**config.mk**
```make
export PLATFORM = sky130hd
export DESIGN_NAME = ternary_coef_streamer
export DESIGN_NICKNAME = d
export VERILOG_FILES = /design/src/rtl/ntru_pkg.sv /design/src/rtl/tern_coef_buffer.sv /design/src/rtl/ternary_coef_streamer.sv
export SDC_FILE = /design/constraint.sdc
export NUM_CORES = 1
export LEC_CHECK = 0
export CORE_MARGIN = 3
export CORE_UTILIZATION = 25
export CTS_CLUSTER_SIZE = 20
export DETAILED_ROUTE_END_ITERATION = 8
export SLEW_MARGIN = 0
export SYNTH_ARGS = -nofsm -noshare
export SYNTH_HDL_FRONTEND = slang
export SYNTH_SLANG_ARGS = --single-unit
```
**constraint.sdc**
```tcl
create_clock -name clk -period 4.45 [get_ports clk]
set_clock_uncertainty 0.05 [all_clocks]
set_input_delay 0.89 -clock clk [delete_from_list [all_inputs] [get_ports clk]]
set_output_delay 0.89 -clock clk [all_outputs]
set_load 0.005 [all_outputs]
```
**src/rtl/ntru_pkg.sv**
```systemverilog
// Shared constants, coefficient codes and state encoding for the ternary
// operand path of the Rq multiplier.
package ntru_pkg;

    localparam int unsigned NUM_N           = 701;
    localparam int unsigned COEF_W          = 2;
    localparam int unsigned BEAT_COEFS      = 8;
    localparam int unsigned NUM_BEATS       = (NUM_N + BEAT_COEFS - 1) / BEAT_COEFS;
    localparam int unsigned LAST_BEAT_COEFS = NUM_N - (NUM_BEATS - 1) * BEAT_COEFS;
    localparam int unsigned IDX_W           = $clog2(NUM_N);
    localparam int unsigned BEAT_W          = $clog2(NUM_BEATS);
    localparam int unsigned WR_W            = BEAT_COEFS * COEF_W;

    typedef logic [COEF_W-1:0] coef_t;

    localparam coef_t TERN_ZERO    = 2'b00;
    localparam coef_t TERN_POS     = 2'b01;
    localparam coef_t TERN_NEG     = 2'b10;
    localparam coef_t TERN_ILLEGAL = 2'b11;

    typedef enum logic [2:0] {
        ST_IDLE   = 3'd0,
        ST_LOAD   = 3'd1,
        ST_READY  = 3'd2,
        ST_STREAM = 3'd3,
        ST_DONE   = 3'd4
    } streamer_state_t;

    // Illegal code is stored as zero so the multiplier never sees it.
    function automatic coef_t scrub_coef(input coef_t c);
        return (c == TERN_ILLEGAL) ? TERN_ZERO : c;
    endfunction

endpackage

```
**src/rtl/tern_coef_buffer.sv**
```systemverilog
// Coefficient store: beat-wide scrubbed write port, single combinational read port.
module tern_coef_buffer
    import ntru_pkg::*;
(
    input  logic              clk,
    input  logic              wr_en,
    input  logic [BEAT_W-1:0] wr_beat,
    input  logic [WR_W-1:0]   wr_data,
    output logic              wr_illegal,
    input  logic [IDX_W-1:0]  rd_idx,
    output coef_t             rd_data
);

    coef_t            mem [NUM_N];
    logic [IDX_W-1:0] base;

    assign base    = IDX_W'(wr_beat) * IDX_W'(BEAT_COEFS);
    assign rd_data = mem[rd_idx];

    // Lanes past the end of the polynomial are neither stored nor flagged.
    always_comb begin
        wr_illegal = 1'b0;
        for (int j = 0; j < int'(BEAT_COEFS); j++) begin
            if ((base + IDX_W'(j)) < IDX_W'(NUM_N) &&
                coef_t'(wr_data[j*COEF_W +: COEF_W]) == TERN_ILLEGAL) begin
                wr_illegal = 1'b1;
            end
        end
    end

    always_ff @(posedge clk) begin
        if (wr_en) begin
            for (int j = 0; j < int'(BEAT_COEFS); j++) begin
                if ((base + IDX_W'(j)) < IDX_W'(NUM_N)) begin
                    mem[base + IDX_W'(j)] <= scrub_coef(coef_t'(wr_data[j*COEF_W +: COEF_W]));
                end
            end
        end
    end

endmodule

```
**src/rtl/ternary_coef_streamer.sv**
```systemverilog
// Buffers a ternary polynomial written as packed beats and streams it one
// coefficient per cycle over valid/ready, with replay from the buffer.
module ternary_coef_streamer
    import ntru_pkg::*;
(
    input  logic                           clk,
    input  logic                           rst,
    input  logic                           load_start,
    input  logic                           wr_valid,
    output logic                           wr_ready,
    input  logic [BEAT_COEFS*COEF_W-1:0]   wr_data,
    input  logic                           go,
    output logic                           coef_valid,
    input  logic                           coef_ready,
    output logic [COEF_W-1:0]              coef_data,
    output logic [IDX_W-1:0]               coef_idx,
    output logic                           coef_last,
    output logic                           loaded,
    output logic                           busy,
    output logic                           done,
    output logic                           err_illegal
);

    streamer_state_t   state_q, state_d;
    logic [BEAT_W-1:0] beat_q;
    logic [IDX_W-1:0]  idx_q;
    logic              err_q;

    logic  restart, wr_fire, beat_last, idx_last, stream_fire, start_stream;
    logic  wr_illegal;
    coef_t rd_data;

    // load_start wins over a beat or go arriving in the same cycle; STREAM ignores it.
    assign restart      = load_start && (state_q != ST_STREAM);
    assign wr_fire      = (state_q == ST_LOAD) && wr_valid && !load_start;
    assign beat_last    = (beat_q == BEAT_W'(NUM_BEATS - 1));
    assign idx_last     = (idx_q == IDX_W'(NUM_N - 1));
    assign stream_fire  = (state_q == ST_STREAM) && coef_ready;
    assign start_stream = ((state_q == ST_READY) || (state_q == ST_DONE)) && go && !load_start;

    tern_coef_buffer u_buf (
        .clk        (clk),
        .wr_en      (wr_fire),
        .wr_beat    (beat_q),
        .wr_data    (wr_data),
        .wr_illegal (wr_illegal),
        .rd_idx     (idx_q),
        .rd_data    (rd_data)
    );

    always_ff @(posedge clk) begin
        if (rst) begin
            state_q <= ST_IDLE;
        end else begin
            state_q <= state_d;
        end
    end

    always_comb begin
        state_d = state_q;
        case (state_q)
            ST_IDLE: begin
                if (load_start) state_d = ST_LOAD;
            end
            ST_LOAD: begin
                if (!load_start && wr_fire && beat_last) state_d = ST_READY;
            end
            ST_READY, ST_DONE: begin
                if (load_start)  state_d = ST_LOAD;
                else if (go)     state_d = ST_STREAM;
            end
            ST_STREAM: begin
                if (stream_fire && idx_last) state_d = ST_DONE;
            end
            default: state_d = ST_IDLE;
        endcase
    end

    // Beat counter, sticky illegal flag and stream index.
    always_ff @(posedge clk) begin
        if (rst) begin
            beat_q <= '0;
            err_q  <= 1'b0;
            idx_q  <= '0;
        end else begin
            if (restart) begin
                beat_q <= '0;
                err_q  <= 1'b0;
            end else if (wr_fire) begin
                beat_q <= beat_q + BEAT_W'(1);
                if (wr_illegal) err_q <= 1'b1;
            end
            if (start_stream) begin
                idx_q <= '0;
            end else if (stream_fire && !idx_last) begin
                idx_q <= idx_q + IDX_W'(1);
            end
        end
    end

    always_comb begin
        wr_ready    = 1'b0;
        coef_valid  = 1'b0;
        coef_last   = 1'b0;
        coef_data   = TERN_ZERO;
        loaded      = 1'b0;
        busy        = 1'b0;
        done        = 1'b0;
        coef_idx    = idx_q;
        err_illegal = err_q;
        case (state_q)
            ST_LOAD: begin
                wr_ready = 1'b1;
                busy     = 1'b1;
            end
            ST_READY: begin
                loaded = 1'b1;
            end
            ST_STREAM: begin
                coef_valid = 1'b1;
                coef_last  = idx_last;
                coef_data  = rd_data;
                loaded     = 1'b1;
                busy       = 1'b1;
            end
            ST_DONE: begin
                loaded = 1'b1;
                done   = 1'b1;
            end
            default: ;
        endcase
    end

endmodule

```
==> results.md, run 1 <==
- Run status: finished with violations
- Failing checks: setup timing
- Via Count: 28.5k
- P per Cell Area: 400 mW/mm^2
- Ratio of cells with drive above 1 in the final layout: 0.331
- CP most frequent cell: buf_12
- Critical path fanouts, max: 7
- Yosys warnings: 0
- Synthesized cell area: 0.0559 mm^2
- Avg Inst Size Synth: 21.8 um^2
- Die width: 479 um
- Cts hold-fix bufs: 0
- Startpoint Class: register
- Sequential share of the synthesized area: 0.764
- CP Class: reg2out
- CP endpoint kind: primary output
- Final #Nets: roughly 3k
- Starting density of the core: 0.253
- Register bit total from synthesis: 1433
- IO buf count: 40
- Drt wl/cell: 24.2 um
- Post-synth ARST share: 0
- Final setup violation count: 2
- Max clock buf depth: 3
- EDFF count, synth: 1402
- GRT Util Overall: 0.125
- Max-slew violation count: 0
- Yosys top cell by area: edfxtp_1
- Synth cell count leaders: 1402 x edfxtp_1, 391 x mux4_2, 210 x nor2_1
- Clock Latency Late Sink: approximately 0.75 ns
- Synth cell types: 66
- Slew margin rel.: 0.172
- Clk slew on worst S/H paths: about 0.060 ns
- Hold Fails Final Rpt: 0
- Initial DRC Count: 2926
- Area grow syn2layout: 21.3%
- Die area: roughly 0.23 mm^2
- Final RePlAce weighted congestion: 0.773
- Peak VDD IR: around 340 uV
- Worst EP required: between 3 and 4 ns
- Cell count after synthesis: 2568
- CTS Root Buffer Type: clkbuf_16
- CTS tree: done
- # fillers: 21.1k
- Largest net degree at the start of global routing: 89
- Yosys top cell area share: 0.753
- Placeable Area: 0.221 mm^2
- Fin crit period: 4.86 ns
- Detailed-route vias per instance: approximately 4.7
- Fin Hold WS: 0.454 ns
- Drt total wl: 146 mm
- Min-Delay Path Class: reg2reg
- Max Cap Viol: 0
- Row count: 172
- Crit share post-route: 1.09
- PnR worst setup slack: -0.414 ns
- Finished Layout Cells: 6042
- Worst-margin pin slew: 1.24 ns
- Worst-path cell chain: buf_12 > buf_12 > buf_16 > buf_12 > buf_6 > mux4_2 > mux4_2 > a22oi_2 > nand3_2 > a311oi_4 > buf_4 > a311oi_1 > buf_4
- Synth top area cells: edfxtp_1 75%, mux4_2 16%, nor2_1 1.4%
- Dominant synthesized flop cell: edfxtp_1
- First-pass GRT wire length: 212 mm
- P_leak: ~19 nW
- Ports: 41
- Post-route setup TNS: -0.679 ns
- Die Ht: 479 um
- Clk sinks: 1433
- Cell Count Post-Placement: 5723
- Design Power: about 27 mW
- CTS buffer count: between 100 and 150
- RSZ-0062 raised after global routing: yes
- Dpl hpwl: 82.2 mm
- Antenna violations before repair: 5
- H-tree levels: 4
- Post-Syn Nets: 2596
- DRT antenna net count: 0
- Worst path arrival time: roughly 4 ns
- Pre-antenna DRT Iters: 5
- DRC: 0
- Crit-path max cell delay: 0.49 ns
- Maximum clock rate: 206 MHz
- Overflow after GRT: 0
- Vias in the first global route: 29.4k
- Top-count cell post-synth: edfxtp_1
- Slowest CP cell: mux4_2
==> worst paths after layout <==
path	startpoint	end	slack, ns	depth (start not counted)
worst max-delay path	register	coef_data[1]	-0.41	13
worst max register to register	state_q[0]$_SDFFE_PP0P_	u_buf.mem[476][0]$_DFFE_PP_	1.03	7
worst min register to register	err_illegal$_SDFFE_PP0P_	err_illegal$_SDFFE_PP0P_	0.45	2
worst min-delay path	err_illegal$_SDFFE_PP0P_	err_illegal$_SDFFE_PP0P_	0.45	2
==> layout by cell type, fill, tap and decap left out, types with 12 or more instances in the layout <==
cell             Yosys  layout
mux4_2             391     391
nand3_1             18      13
buf_4               13     269
clkinv_1             1      33
and3_1              14      12
o221ai_1            12      12
clkbuf_16            0     150
nor3_1              18      14
dfxtp_1             31      27
a22oi_2              0      13
clkdlybuf4s50_1      0      38
edfxtp_1          1402    1402
clkbuf_1            46      36
buf_12               7      61
nand2_1             61      56
a21oi_1             31      29
mux2i_1             33      31
a22oi_1             50      37
nor2b_4              0      16
nor2_1             210     209
clkinv_2             0      17
==> power breakdown <==
part	total (mW)	internal, mW	switching (mW)
clock	11.8	6.80	5.00
sequential	14.8	14.8	0.00251
combinational	0.486	0.0944	0.392
total	27.1	21.7	5.39
==> per-layer routing <==
| metal | part of all wire | track usage | up-vias |
|---|---|---|---|
| met5 | 0 | 0 | - |
| met3 | 0.069 | 0.0217 | 183 |
| met1 | 0.43 | 0.176 | 15500 |
| met2 | 0.48 | 0.202 | 1146 |
| met4 | 0.020 | 0.0295 | 0 |
| li1 | - | - | 11600 |
==> registers in the layout, summed over array words and instances, names as in the netlist, named ones only <==
name         count
coef_idx        10
beat_q           7
err_illegal      1
state_q          3
u_buf.mem     1402
==> worst max-delay path, delay by kind of cell, from the launching register on <==
family          cells  cell delay [ns]
buf+inv             7             1.04
mux                 2             0.97
compound gates      3             0.63
flops               1             0.38
simple gates        1             0.15
==> what timing repair did <==
action | in CTS | in global routing
cloned | 6 | 0
pin swaps | 17 | 28
resized for setup | 71 | 44
setup endpoints to repair | 2 | 2
endpoints found under the hold margin | 0 | 0
buffers inserted | 30 | 31
==> kinds of logic (layout without fill, tap and decap cells) <==
family | Yosys count | count (layout) | share of synthesized area
flip-flops | 1433 | 1433 | 0.764
multiplexers | 429 | 429 | 0.165
AND/OR/NAND/NOR | 385 | 385 | 0.0306
AO/OA/AOI/OAI | 154 | 154 | 0.0196
buffers and inverters | 148 | 663 | 0.0173
XOR/XNOR | 12 | 12 | 0.00188
adder cells (fa/ha/maj) | 7 | 7 | 0.00152
other | 0 | 1 | 0
==> through the flow <==
step	worst slack, ns	util	instance area, um^2
floorplan	0.680	-	55900
global placement	-0.709	0.281	62100
detailed placement	-0.612	0.281	62100
CTS	-0.637	0.305	67400
global route	-0.544	0.307	67800
finish	-0.414	0.307	67800
==> cell type report <==
class | count | area, um^2 | area share
Clock inverter | 72 | 641 | 0.00945
Sequential cell | 1433 | 42700 | 0.631
Multi-Input combinational cell | 987 | 12700 | 0.187
Clock buffer | 186 | 3890 | 0.0574
Tap cell | 2958 | 3700 | 0.0546
Antenna cell | 1 | 2.50 | 0.0000369
Inverter | 11 | 47.5 | 0.000702
Timing Repair Buffer | 394 | 4090 | 0.0604
No activity file was read; power rests on OpenSTA's default activity.
==> inputs of run 2 (changes only) <==
--- a/config.mk
+++ b/config.mk
@@ -5,7 +5,7 @@
 export SDC_FILE = /design/constraint.sdc
 export NUM_CORES = 1
 export LEC_CHECK = 0
-export CORE_MARGIN = 3
+export CORE_MARGIN = 2
 export CORE_UTILIZATION = 25
 export CTS_CLUSTER_SIZE = 20
 export DETAILED_ROUTE_END_ITERATION = 8
==> constraint.sdc (replaced) <==
create_clock -name clk -period 4.45 [get_ports clk]
set_clock_uncertainty 0.05 [all_clocks]
set_input_delay 0.89 -clock clk [delete_from_list [all_inputs] [get_ports clk]]
set_output_delay 0.89 -clock clk [all_outputs]
set_load 0.01 [all_outputs]
==> run 2 against run 1 <==
The flow still finishes with violations (setup timing). Sequential power about the same. Total power up 2.5%. Die area down 0.83%. First-iteration DRC count up 14%. Global-route usage down 0.14 points. Critical path type unchanged. Via count down 1.4%. Count of clock-buffer cells in the layout down 2.
==> results.md, run 2 (synthesis results as in run 1) <==
- Worst path arrival time: 3.84 ns (was 3.92 ns)
- Die area: 0.227 mm^2 (was 0.229 mm^2)
- Ports: 41 (unchanged)
- Internal Power: 22.2 mW (was 21.7 mW)
- Overflow after GRT: 0 (unchanged)
- Fin crit period: 4.78 ns (was 4.86 ns)
- Hold path start: state_q[2]$_SDFFE_PP0P_ (was err_illegal$_SDFFE_PP0P_)
- Drt total wl: 145 mm (was 146 mm)
- Reg with most FFs: u_buf.mem (unchanged)
- Detailed-route vias per instance: 4.69 (was 4.71)
- Die width: 477 um (was 479 um)
- Clock Latency Late Sink: 0.75 ns (about the same)
- Row count: 173 (was 172)
- Clk pwr share: 0.449 (was 0.435)
- GRT Util Overall: 0.124 (was 0.125)
- Dpl hpwl: 79.5 mm (was 82.2 mm)
- DRC: 0 (unchanged)
- Cts hold-fix bufs: 0 (unchanged)
- Worst Hold End: state_q[2]$_SDFFE_PP0P_ (was err_illegal$_SDFFE_PP0P_)
- Maximum clock rate: 209 MHz (was 206 MHz)
- Peak VDD IR: 385 uV (was 344 uV)
- Clk slew on worst S/H paths: 0.06 ns (about the same)
- Vias in the first global route: 28.9k (was 29.4k)
- Worst Reg-to-Reg Cells: 8 (was 7)
- CTS tree: done (unchanged)
- Reg2reg start: state_q[0]$_SDFFE_PP0P_ (unchanged)
- Antenna violations before repair: 1 (was 5)
- Worst-margin pin slew: 1.04 ns (was 1.24 ns)
- Reg2reg end: u_buf.mem[626][0]$_DFFE_PP_ (was u_buf.mem[476][0]$_DFFE_PP_)
- Max clock buf depth: 3 (unchanged)
- Crit share post-route: 1.08 (was 1.09)
- Clk sinks: 1433 (unchanged)
- Hold Fails Final Rpt: 0 (unchanged)
- Largest net degree at the start of global routing: 89 (unchanged)
- Placeable Area: 0.222 mm^2 (was 0.221 mm^2)
- PnR worst setup slack: -0.335 ns (was -0.414 ns)
- Max reg flops: 1402 (unchanged)
- Ratio of cells with drive above 1 in the final layout: 0.316 (was 0.331)
- P per Cell Area: 413 mW/mm^2 (was 400 mW/mm^2)
- DRT antenna net count: 0 (unchanged)
- Fin Hold WS: 0.510 ns (was 0.454 ns)
- CTS Root Buffer Type: clkbuf_16 (unchanged)
- Run status: finished with violations (unchanged)
- Startpoint Class: register (unchanged)
- Hold Path Stages: 2 (unchanged)
- First-pass GRT wire length: 207 mm (was 212 mm)
- P_leak: 18.6 nW (was 18.9 nW)
- CP Class: reg2out (unchanged)
- Max Cap Viol: 0 (unchanged)
- Via Count: 28.1k (was 28.5k)
- Sw power: 5.55 mW (was 5.39 mW)
- Final #Nets: 2914 (was 3000)
- RSZ-0062 raised after global routing: yes (unchanged)
- Min-Delay Path Class: reg2reg (unchanged)
- Initial DRC Count: 3340 (was 2926)
- Combinational power share: 0.017 (was 0.018)
- R2R Setup Slk: 0.97 ns (was 1.03 ns)
- Die Ht: 477 um (was 479 um)
- Critical path fanouts, max: 11 (was 7)
- Max-slew violation count: 0 (unchanged)
- Drt wl/cell: 24.2 um (about the same)
- H-tree levels: 4 (unchanged)
- Final setup violation count: 2 (unchanged)
- Area grow syn2layout: 20.4% (was 21.3%)
- Commonest non-fill, non-tap cell in the layout: edfxtp_1 (unchanged)
- Worst EP required: 3.51 ns (about the same)
- Post-route cell area: 0.0673 mm^2 (was 0.0678 mm^2)
- Design Power: 27.8 mW (was 27.1 mW)
- Sequential share of power: 0.534 (was 0.547)
- Slew margin rel.: 0.305 (was 0.172)
- Dpl cell area: 0.0615 mm^2 (was 0.0621 mm^2)
- Starting density of the core: 0.251 (was 0.253)
- Final RePlAce weighted congestion: 0.766 (was 0.773)
- Post-route setup TNS: -0.642 ns (was -0.679 ns)
- CTS buffer count: 149 (was 145)
- Failing checks: setup timing (unchanged)
- Sw frac: 0.200 (was 0.199)
- IO buf count: 40 (unchanged)
- Most frequent cells in the layout: 1402 x edfxtp_1, 391 x mux4_2, 209 x nor2_1, 200 x buf_4, 158 x clkbuf_16 (was 1402 x edfxtp_1, 391 x mux4_2, 269 x buf_4, 209 x nor2_1, 150 x clkbuf_16)
- CP endpoint kind: primary output (unchanged)
- Pre-antenna DRT Iters: 5 (unchanged)
[run 2: worst max-delay path by stage]
stage	startpoint	to	cells past startpoint
2_1_floorplan	wr_data[1]	u_buf.mem[0][0]$_DFFE_PP_	1
3_3_place_gp	register	coef_data[1]	9
3_5_place_dp	register	coef_data[1]	9
4_1_cts	register	coef_data[1]	10
5_1_grt	register	coef_data[0]	10
6_report	register	coef_data[0]	10
[run 2: metal layers]
metal,track usage,vias up,wire [um]
met2,0.207,1189,71700
met1,0.168,15200,59700
met3,0.0192,207,10000
li1,-,11500,-
met4,0.0319,0,3160
met5,0,-,0
[run 2: power groups by stage]
stage / combinational (mW) / sequential (mW) / clock [mW]
floorplan: 0.122 / 15.1 / 0
global route: 0.495 / 14.8 / 13.2
detailed placement: 0.484 / 15.1 / 0
finish: 0.479 / 14.8 / 12.5
CTS: 0.484 / 14.8 / 12.6
global placement: 0.478 / 15.1 / 0
[run 2: cell type report]
| type | count | area, um^2 |
|---|---|---|
| timing repair buffer | 304 | 3300 |
| tap | 2975 | 3720 |
| clock inverter | 89 | 845 |
| multi-input combinational | 987 | 12600 |
| inverter | 11 | 47.5 |
| sequential | 1433 | 42700 |
| clock buffer | 184 | 4060 |
| antenna | 1 | 2.50 |
| fill | 21400 | 155000 |
[run 2: what timing repair did]
item	CTS	global route
gates resized for setup	49	30
buffers inserted	15	10
pin swaps	3	8
endpoints found under the setup margin	2	2
gates cloned	7	2
endpoints found under the hold margin	0	0
[run 2: worst max-delay path, stage by stage (launching register included)]
cell and delay, ns:
dfxtp_4 0.39, buf_16 0.18, buf_4 0.19, bufbuf_16 0.30
mux4_2 0.34, mux4_2 0.27, nor3_2 0.05, nor4b_2 0.51
nand4_1 0.29, o311ai_2 0.35, buf_4 0.22
[run 2: metrics by stage]
stage | utilization | std cells | worst slack, ns
2_1_floorplan | - | 2568 | 0.680
3_3_place_gp | 0.277 | 5676 | -0.443
3_5_place_dp | 0.277 | 5676 | -0.512
4_1_cts | 0.301 | 5971 | -0.387
5_1_grt | 0.303 | 5983 | -0.398
6_report | 0.303 | 5984 | -0.335
